## config.mk

```make
export PLATFORM = sky130hd
export DESIGN_NAME = router_pkt_fifo
export DESIGN_NICKNAME = d
export VERILOG_FILES = /design/src/rtl/router_pkg.sv /design/src/rtl/router_fifo_mem.sv /design/src/rtl/router_pkt_fifo.sv
export SDC_FILE = /design/constraint.sdc
export NUM_CORES = 1
export LEC_CHECK = 0
export CORE_UTILIZATION = 35
export CTS_CLUSTER_DIAMETER = 100
export DETAILED_ROUTE_END_ITERATION = 10
export DONT_BUFFER_PORTS = 1
export GPL_TIMING_DRIVEN = 0
export MAX_ROUTING_LAYER = met4
export PLACE_DENSITY = 0.59
export SYNTH_ARGS = -nofsm -noshare
export SYNTH_HDL_FRONTEND = slang
export SYNTH_SLANG_ARGS = --single-unit
```

## constraint.sdc

```tcl
create_clock -name clk -period 3.15 [get_ports clk]
set_clock_uncertainty 0.1 [all_clocks]
set_input_delay 0.63 -clock clk [delete_from_list [all_inputs] [get_ports clk]]
set_output_delay 0.63 -clock clk [all_outputs]
set_load 0.02 [all_outputs]
```

## src/rtl/router_pkg.sv

```systemverilog
// Shared definitions for the router output-channel packet FIFO:
// header field defaults, read-side FSM states and the occupancy-width helper.
package router_pkg;

    localparam int unsigned LEN_MSB_DEF = 7;
    localparam int unsigned LEN_LSB_DEF = 2;

    typedef enum logic {IDLE, BODY} rd_state_e;

    // The count needs one extra bit so that DEPTH itself is representable.
    function automatic int unsigned occ_width(input int unsigned depth);
        return $clog2(depth) + 1;
    endfunction

endpackage

```

## src/rtl/router_fifo_mem.sv

```systemverilog
// Simple dual-port storage for the packet FIFO: one synchronous write port,
// one synchronous read port and no reset.
module router_fifo_mem #(
    parameter int unsigned WIDTH = 9,
    parameter int unsigned DEPTH = 16
) (
    input  logic                     clk,
    input  logic                     we,
    input  logic [$clog2(DEPTH)-1:0] waddr,
    input  logic [WIDTH-1:0]         wdata,
    input  logic                     re,
    input  logic [$clog2(DEPTH)-1:0] raddr,
    output logic [WIDTH-1:0]         rdata
);

    logic [WIDTH-1:0] mem [DEPTH];

    always_ff @(posedge clk) begin
        if (we) begin
            mem[waddr] <= wdata;
        end
        if (re) begin
            rdata <= mem[raddr];
        end
    end

endmodule

```

## src/rtl/router_pkt_fifo.sv

```systemverilog
// Packet-aware FIFO for one router output channel. Header bytes are tagged on
// entry; the read side counts payload bytes and pulses pkt_done on the parity byte.
module router_pkt_fifo
    import router_pkg::*;
#(
    parameter int unsigned DATA_W    = 8,
    parameter int unsigned DEPTH     = 16,
    parameter int unsigned AFULL_TH  = DEPTH - 2,
    parameter int unsigned AEMPTY_TH = 2,
    parameter int unsigned LEN_MSB   = LEN_MSB_DEF,
    parameter int unsigned LEN_LSB   = LEN_LSB_DEF
) (
    input  logic                   clk,
    input  logic                   resetn,
    input  logic                   soft_reset,
    input  logic                   write_enb,
    input  logic                   lfd_state,
    input  logic [DATA_W-1:0]      data_in,
    input  logic                   read_enb,
    output logic [DATA_W-1:0]      data_out,
    output logic                   data_valid,
    output logic                   pkt_done,
    output logic                   empty,
    output logic                   full,
    output logic                   almost_full,
    output logic                   almost_empty,
    output logic [$clog2(DEPTH):0] count,
    output logic                   overflow,
    output logic                   underflow
);

    localparam int unsigned AW = $clog2(DEPTH);
    localparam int unsigned CW = occ_width(DEPTH);
    localparam int unsigned BW = LEN_MSB - LEN_LSB + 2;

    localparam logic [CW-1:0] FULL_CNT   = CW'(DEPTH);
    localparam logic [CW-1:0] AFULL_CNT  = CW'(AFULL_TH);
    localparam logic [CW-1:0] AEMPTY_CNT = CW'(AEMPTY_TH);

    logic [AW-1:0]   wr_ptr_q, rd_ptr_q;
    logic [CW-1:0]   count_q;
    logic            dv_q, live_q, ovf_q, unf_q;
    logic            wr_acc, rd_acc, flush;
    logic [DATA_W:0] rd_word;
    logic            rd_hdr;
    logic [BW-2:0]   rd_len;
    rd_state_e       state_q, state_d;
    logic [BW-1:0]   bcnt_q, bcnt_d;

    assign flush  = !resetn || soft_reset;
    assign wr_acc = write_enb && !full;
    assign rd_acc = read_enb && !empty;

    router_fifo_mem #(
        .WIDTH(DATA_W + 1),
        .DEPTH(DEPTH)
    ) u_mem (
        .clk  (clk),
        .we   (wr_acc && !flush),
        .waddr(wr_ptr_q),
        .wdata({lfd_state, data_in}),
        .re   (rd_acc && !flush),
        .raddr(rd_ptr_q),
        .rdata(rd_word)
    );

    always_ff @(posedge clk) begin
        if (flush) begin
            wr_ptr_q <= '0;
            rd_ptr_q <= '0;
            count_q  <= '0;
            dv_q     <= 1'b0;
            live_q   <= 1'b0;
            ovf_q    <= 1'b0;
            unf_q    <= 1'b0;
        end else begin
            if (wr_acc) wr_ptr_q <= wr_ptr_q + AW'(1);
            if (rd_acc) rd_ptr_q <= rd_ptr_q + AW'(1);
            unique case ({wr_acc, rd_acc})
                2'b10:   count_q <= count_q + CW'(1);
                2'b01:   count_q <= count_q - CW'(1);
                default: count_q <= count_q;
            endcase
            dv_q <= rd_acc;
            if (rd_acc) live_q <= 1'b1;
            if (write_enb && full) ovf_q <= 1'b1;
            if (read_enb && empty) unf_q <= 1'b1;
        end
    end

    assign count        = count_q;
    assign empty        = (count_q == '0);
    assign full         = (count_q == FULL_CNT);
    assign almost_full  = (count_q >= AFULL_CNT);
    assign almost_empty = (count_q <= AEMPTY_CNT);
    assign overflow     = ovf_q;
    assign underflow    = unf_q;
    assign data_valid   = dv_q;
    // Memory output register holds between reads; mask it until the first read after a flush.
    assign data_out     = live_q ? rd_word[DATA_W-1:0] : '0;

    assign rd_hdr = rd_word[DATA_W];
    assign rd_len = rd_word[LEN_MSB:LEN_LSB];

    // The FSM consumes the word in the cycle it is presented, since the RAM read is registered.
    always_ff @(posedge clk) begin
        if (flush) begin
            state_q <= IDLE;
            bcnt_q  <= '0;
        end else begin
            state_q <= state_d;
            bcnt_q  <= bcnt_d;
        end
    end

    always_comb begin
        state_d = state_q;
        bcnt_d  = bcnt_q;
        if (dv_q) begin
            if (rd_hdr) begin
                state_d = BODY;
                bcnt_d  = {1'b0, rd_len} + BW'(1);
            end else if (state_q == BODY) begin
                if (bcnt_q == BW'(1)) state_d = IDLE;
                bcnt_d = bcnt_q - BW'(1);
            end
        end
    end

    always_comb begin
        pkt_done = dv_q && (state_q == BODY) && !rd_hdr && (bcnt_q == BW'(1));
    end

endmodule

```

==> results.sh <==
export IMPL_viasPerCell=5.21
export IMPL_critical_path_startpoint="count[2]$_SDFFE_PP0P_"
export IMPL_p_per_area_nw_per_um2=573
export IMPL_crit_arrival_ns=3.15
export IMPL_drv_cap=0
export IMPL_clock_latency_ns=0.43
export IMPL_place_inst=705
export IMPL_min_from="data_in[6]"
export IMPL_ant_nets=0
export IMPL_cts_root_buf="clkbuf_16"
export IMPL_hold_class="in2reg"
export IMPL_clkSlewWorstSetupHoldPaths_ns=0.07
export IMPL_synth_area_leaders="edfxtp_1 63%, mux4_2 11%, dfxtp_1 6.9%"
export IMPL_seq_area_frac_synth=0.699
export IMPL_drv_slew=0
export IMPL_setup_viol=0
export IMPL_antenna_found_initial=0
export IMPL_vias=3840
export IMPL_grt_setup_unrepaired="false"
export IMPL_syn_avg_cell_area_sq_um=16.8
export IMPL_cts_htree_levels=4
export IMPL_final_nets=481
export IMPL_holdPathEnd="u_mem.mem[7][6]$_DFFE_PP_"
export IMPL_tightest_slew_ns=1.05
export IMPL_hold_violations=0
export IMPL_cts_sinks=178
export IMPL_required_ns=3.39
export IMPL_rows=52
export IMPL_reg2reg_depth=10
export IMPL_yosysTopAreaCell="edfxtp_1"
export IMPL_cts_tree="done"
export IMPL_period_share=0.922
export IMPL_wl_per_cell_um=20.4
export IMPL_p_leak_nw=2.61
export IMPL_gp_congestion=0.825
export IMPL_area_growth_pct=12.4
export IMPL_cts_setup_buffers=0
export IMPL_r2r_end="count[4]$_SDFFE_PP0P_"
export IMPL_grt_usage=0.151
export IMPL_grt_pass1_wl_mm=22.9
export IMPL_overflow=0
export IMPL_synthCells=435
export IMPL_numCtsBuffers=17
export IMPL_synth_edf_count=153
export IMPL_final_cell_count_no_fill=737
export IMPL_synth_top_area_frac=0.630
export IMPL_ys_seq_elements=178
export IMPL_synthFlopType="edfxtp_1"
export IMPL_crit_fanout=7
export IMPL_r2r_start="count[2]$_SDFFE_PP0P_"
export IMPL_ir_drop_mv=0.323
export IMPL_first_global_vias=3941
export IMPL_drt_first_iter_violations=266
export IMPL_fin_setup_tns_ns=0
export IMPL_grt_start_max_net_pins=17
export IMPL_crit_path_start_kind="register"
export IMPL_dr_pass1_iters=4
export IMPL_synthDistinctLibCells=48
export IMPL_maxSlewHeadroom=0.296
export IMPL_initial_utilization=0.359
export IMPL_status="completed"
export IMPL_reg2reg_slack_ns=0.24
export IMPL_dp_slack_ns=0.129
export IMPL_numPortBuffers=0
export IMPL_drt_wl_total_mm=15.0
export IMPL_drc=0
export IMPL_fin_ws_ns=0.245
export IMPL_min_path_cells=0
export IMPL_netlist_area_sq_um=7290
export IMPL_die_y_um=146
export IMPL_synth_fp_nets=462
export IMPL_yosysWarnings=0
export IMPL_fmax_ghz=0.344
export IMPL_async_reset_ff_frac=0
export IMPL_die_width_um=146
export IMPL_cts_max_path_buffers=2
export IMPL_dpl_hpwl_mm=9.90
export IMPL_drive_above_1_share=0.173
export IMPL_finalWorstPathRequiredPeriod_ns=2.91
export IMPL_core_area_sq_um=20300
export IMPL_total_power_mw=4.70
export IMPL_critical_path_class="reg2reg"
export IMPL_io_pins=35
export IMPL_critPathCaptureType="register"
export IMPL_insertedDiodeCount=0
export IMPL_dieArea_sq_um=21400
## cells by family after synthesis
| kind of cell | count (synthesis) | share of synthesized area |
|---|---|---|
| compound gates | 56 | 0.0570 |
| xor+xnor | 11 | 0.0132 |
| fa+ha+maj | 13 | 0.0233 |
| buf+inv | 27 | 0.0175 |
| flops | 178 | 0.699 |
| mux | 40 | 0.117 |
| simple gates | 110 | 0.0730 |
## synth_stat cells, types with 2 or more instances
cell,count
ha_1,12
a31oi_1,3
o21ai_0,6
edfxtp_1,153
dfxtp_1,25
mux4_2,36
a22oi_1,18
buf_6,2
and2_1,10
a211oi_1,3
o21a_1,3
mux2i_1,3
and3_1,4
nand3_1,14
o31ai_1,2
a21oi_1,9
o211ai_1,5
xor2_1,6
nand3b_1,2
buf_1,3
nor2b_1,4
clkbuf_1,8
buf_2,3
nor2_1,43
inv_1,9
xnor2_1,5
or4_1,3
nand2_1,21
## routing by layer
layer | up-vias | part of all wire | GRT usage
met1 | 1942 | 0.45 | 0.200
li1 | 1754 | - | -
met3 | 25 | 0.075 | 0.0463
met5 | - | 0 | -
met4 | 0 | 0.015 | 0.0458
met2 | 119 | 0.46 | 0.224
## critical path: stages (launching register included)
cell,delay [ns]
dfxtp_1,0.42
or4_1,0.52
buf_6,0.16
o21ai_4,0.22
inv_1,0.10
ha_1,0.28
ha_1,0.35
a21oi_1,0.22
and4b_1,0.25
o211ai_1,0.08
o31ai_1,0.10
## flip-flops by register name, summed over array words and instances (netlist names)
| name | cells |
|---|---|
| underflow | 1 |
| u_mem.mem | 144 |
| rd_ptr_q | 4 |
| u_mem.rdata | 9 |
| state_q | 1 |
| wr_ptr_q | 4 |
| overflow | 1 |
| bcnt_q | 7 |
| live_q | 1 |
| count | 5 |
| data_valid | 1 |
## timing repair
action	in CTS	in global routing
setup endpoints to repair	0	1
hold buffers	0	0
resized for setup	0	3
## how the worst max path moves through the flow
stage,to
floorplan,count[4]$_SDFFE_PP0P_
global placement,count[4]$_SDFFE_PP0P_
detailed placement,count[4]$_SDFFE_PP0P_
CTS,count[4]$_SDFFE_PP0P_
global route,count[4]$_SDFFE_PP0P_
finish,count[4]$_SDFFE_PP0P_
## final cells by class
type,count,area (sq um)
buffer,18,93.8
tap,270,338
clock buffer,18,429
clock inverter,14,130
inverter,9,33.8
multi-input combinational,230,2070
fill,1854,12100
sequential,178,5100
## cells in the final DEF (no fill, tap or decap), types with 4 or more instances in the layout
cell	instances
a22oi_1	18
and2_1	10
nor2_1	43
xnor2_1	5
clkinv_4	4
o21ai_0	6
xor2_1	6
ha_1	12
mux4_2	36
nand2_1	21
and3_1	4
edfxtp_1	153
o211ai_1	5
clkbuf_16	17
dfxtp_1	23
inv_1	9
nor2b_1	4
nand3_1	14
a21oi_1	9
clkbuf_1	9
## power breakdown
part / total, mW / switching, mW / internal [mW]
combinational: 0.124 / 0.0740 / 0.0496
sequential: 2.58 / 0.0140 / 2.57
clock: 1.99 / 0.895 / 1.10
total: 4.70 / 0.983 / 3.72
## per-stage QoR
step | utilization | cell area [sq um] | hold WS, ns
3_3_place_gp | 0.376 | 7630 | 0.394
2_1_floorplan | - | 7290 | 0.371
4_1_cts | 0.403 | 8190 | 0.172
3_5_place_dp | 0.376 | 7630 | 0.421
5_1_grt | 0.404 | 8190 | 0.166
6_report | 0.404 | 8190 | 0.190
(Power assumes the default switching activity.)
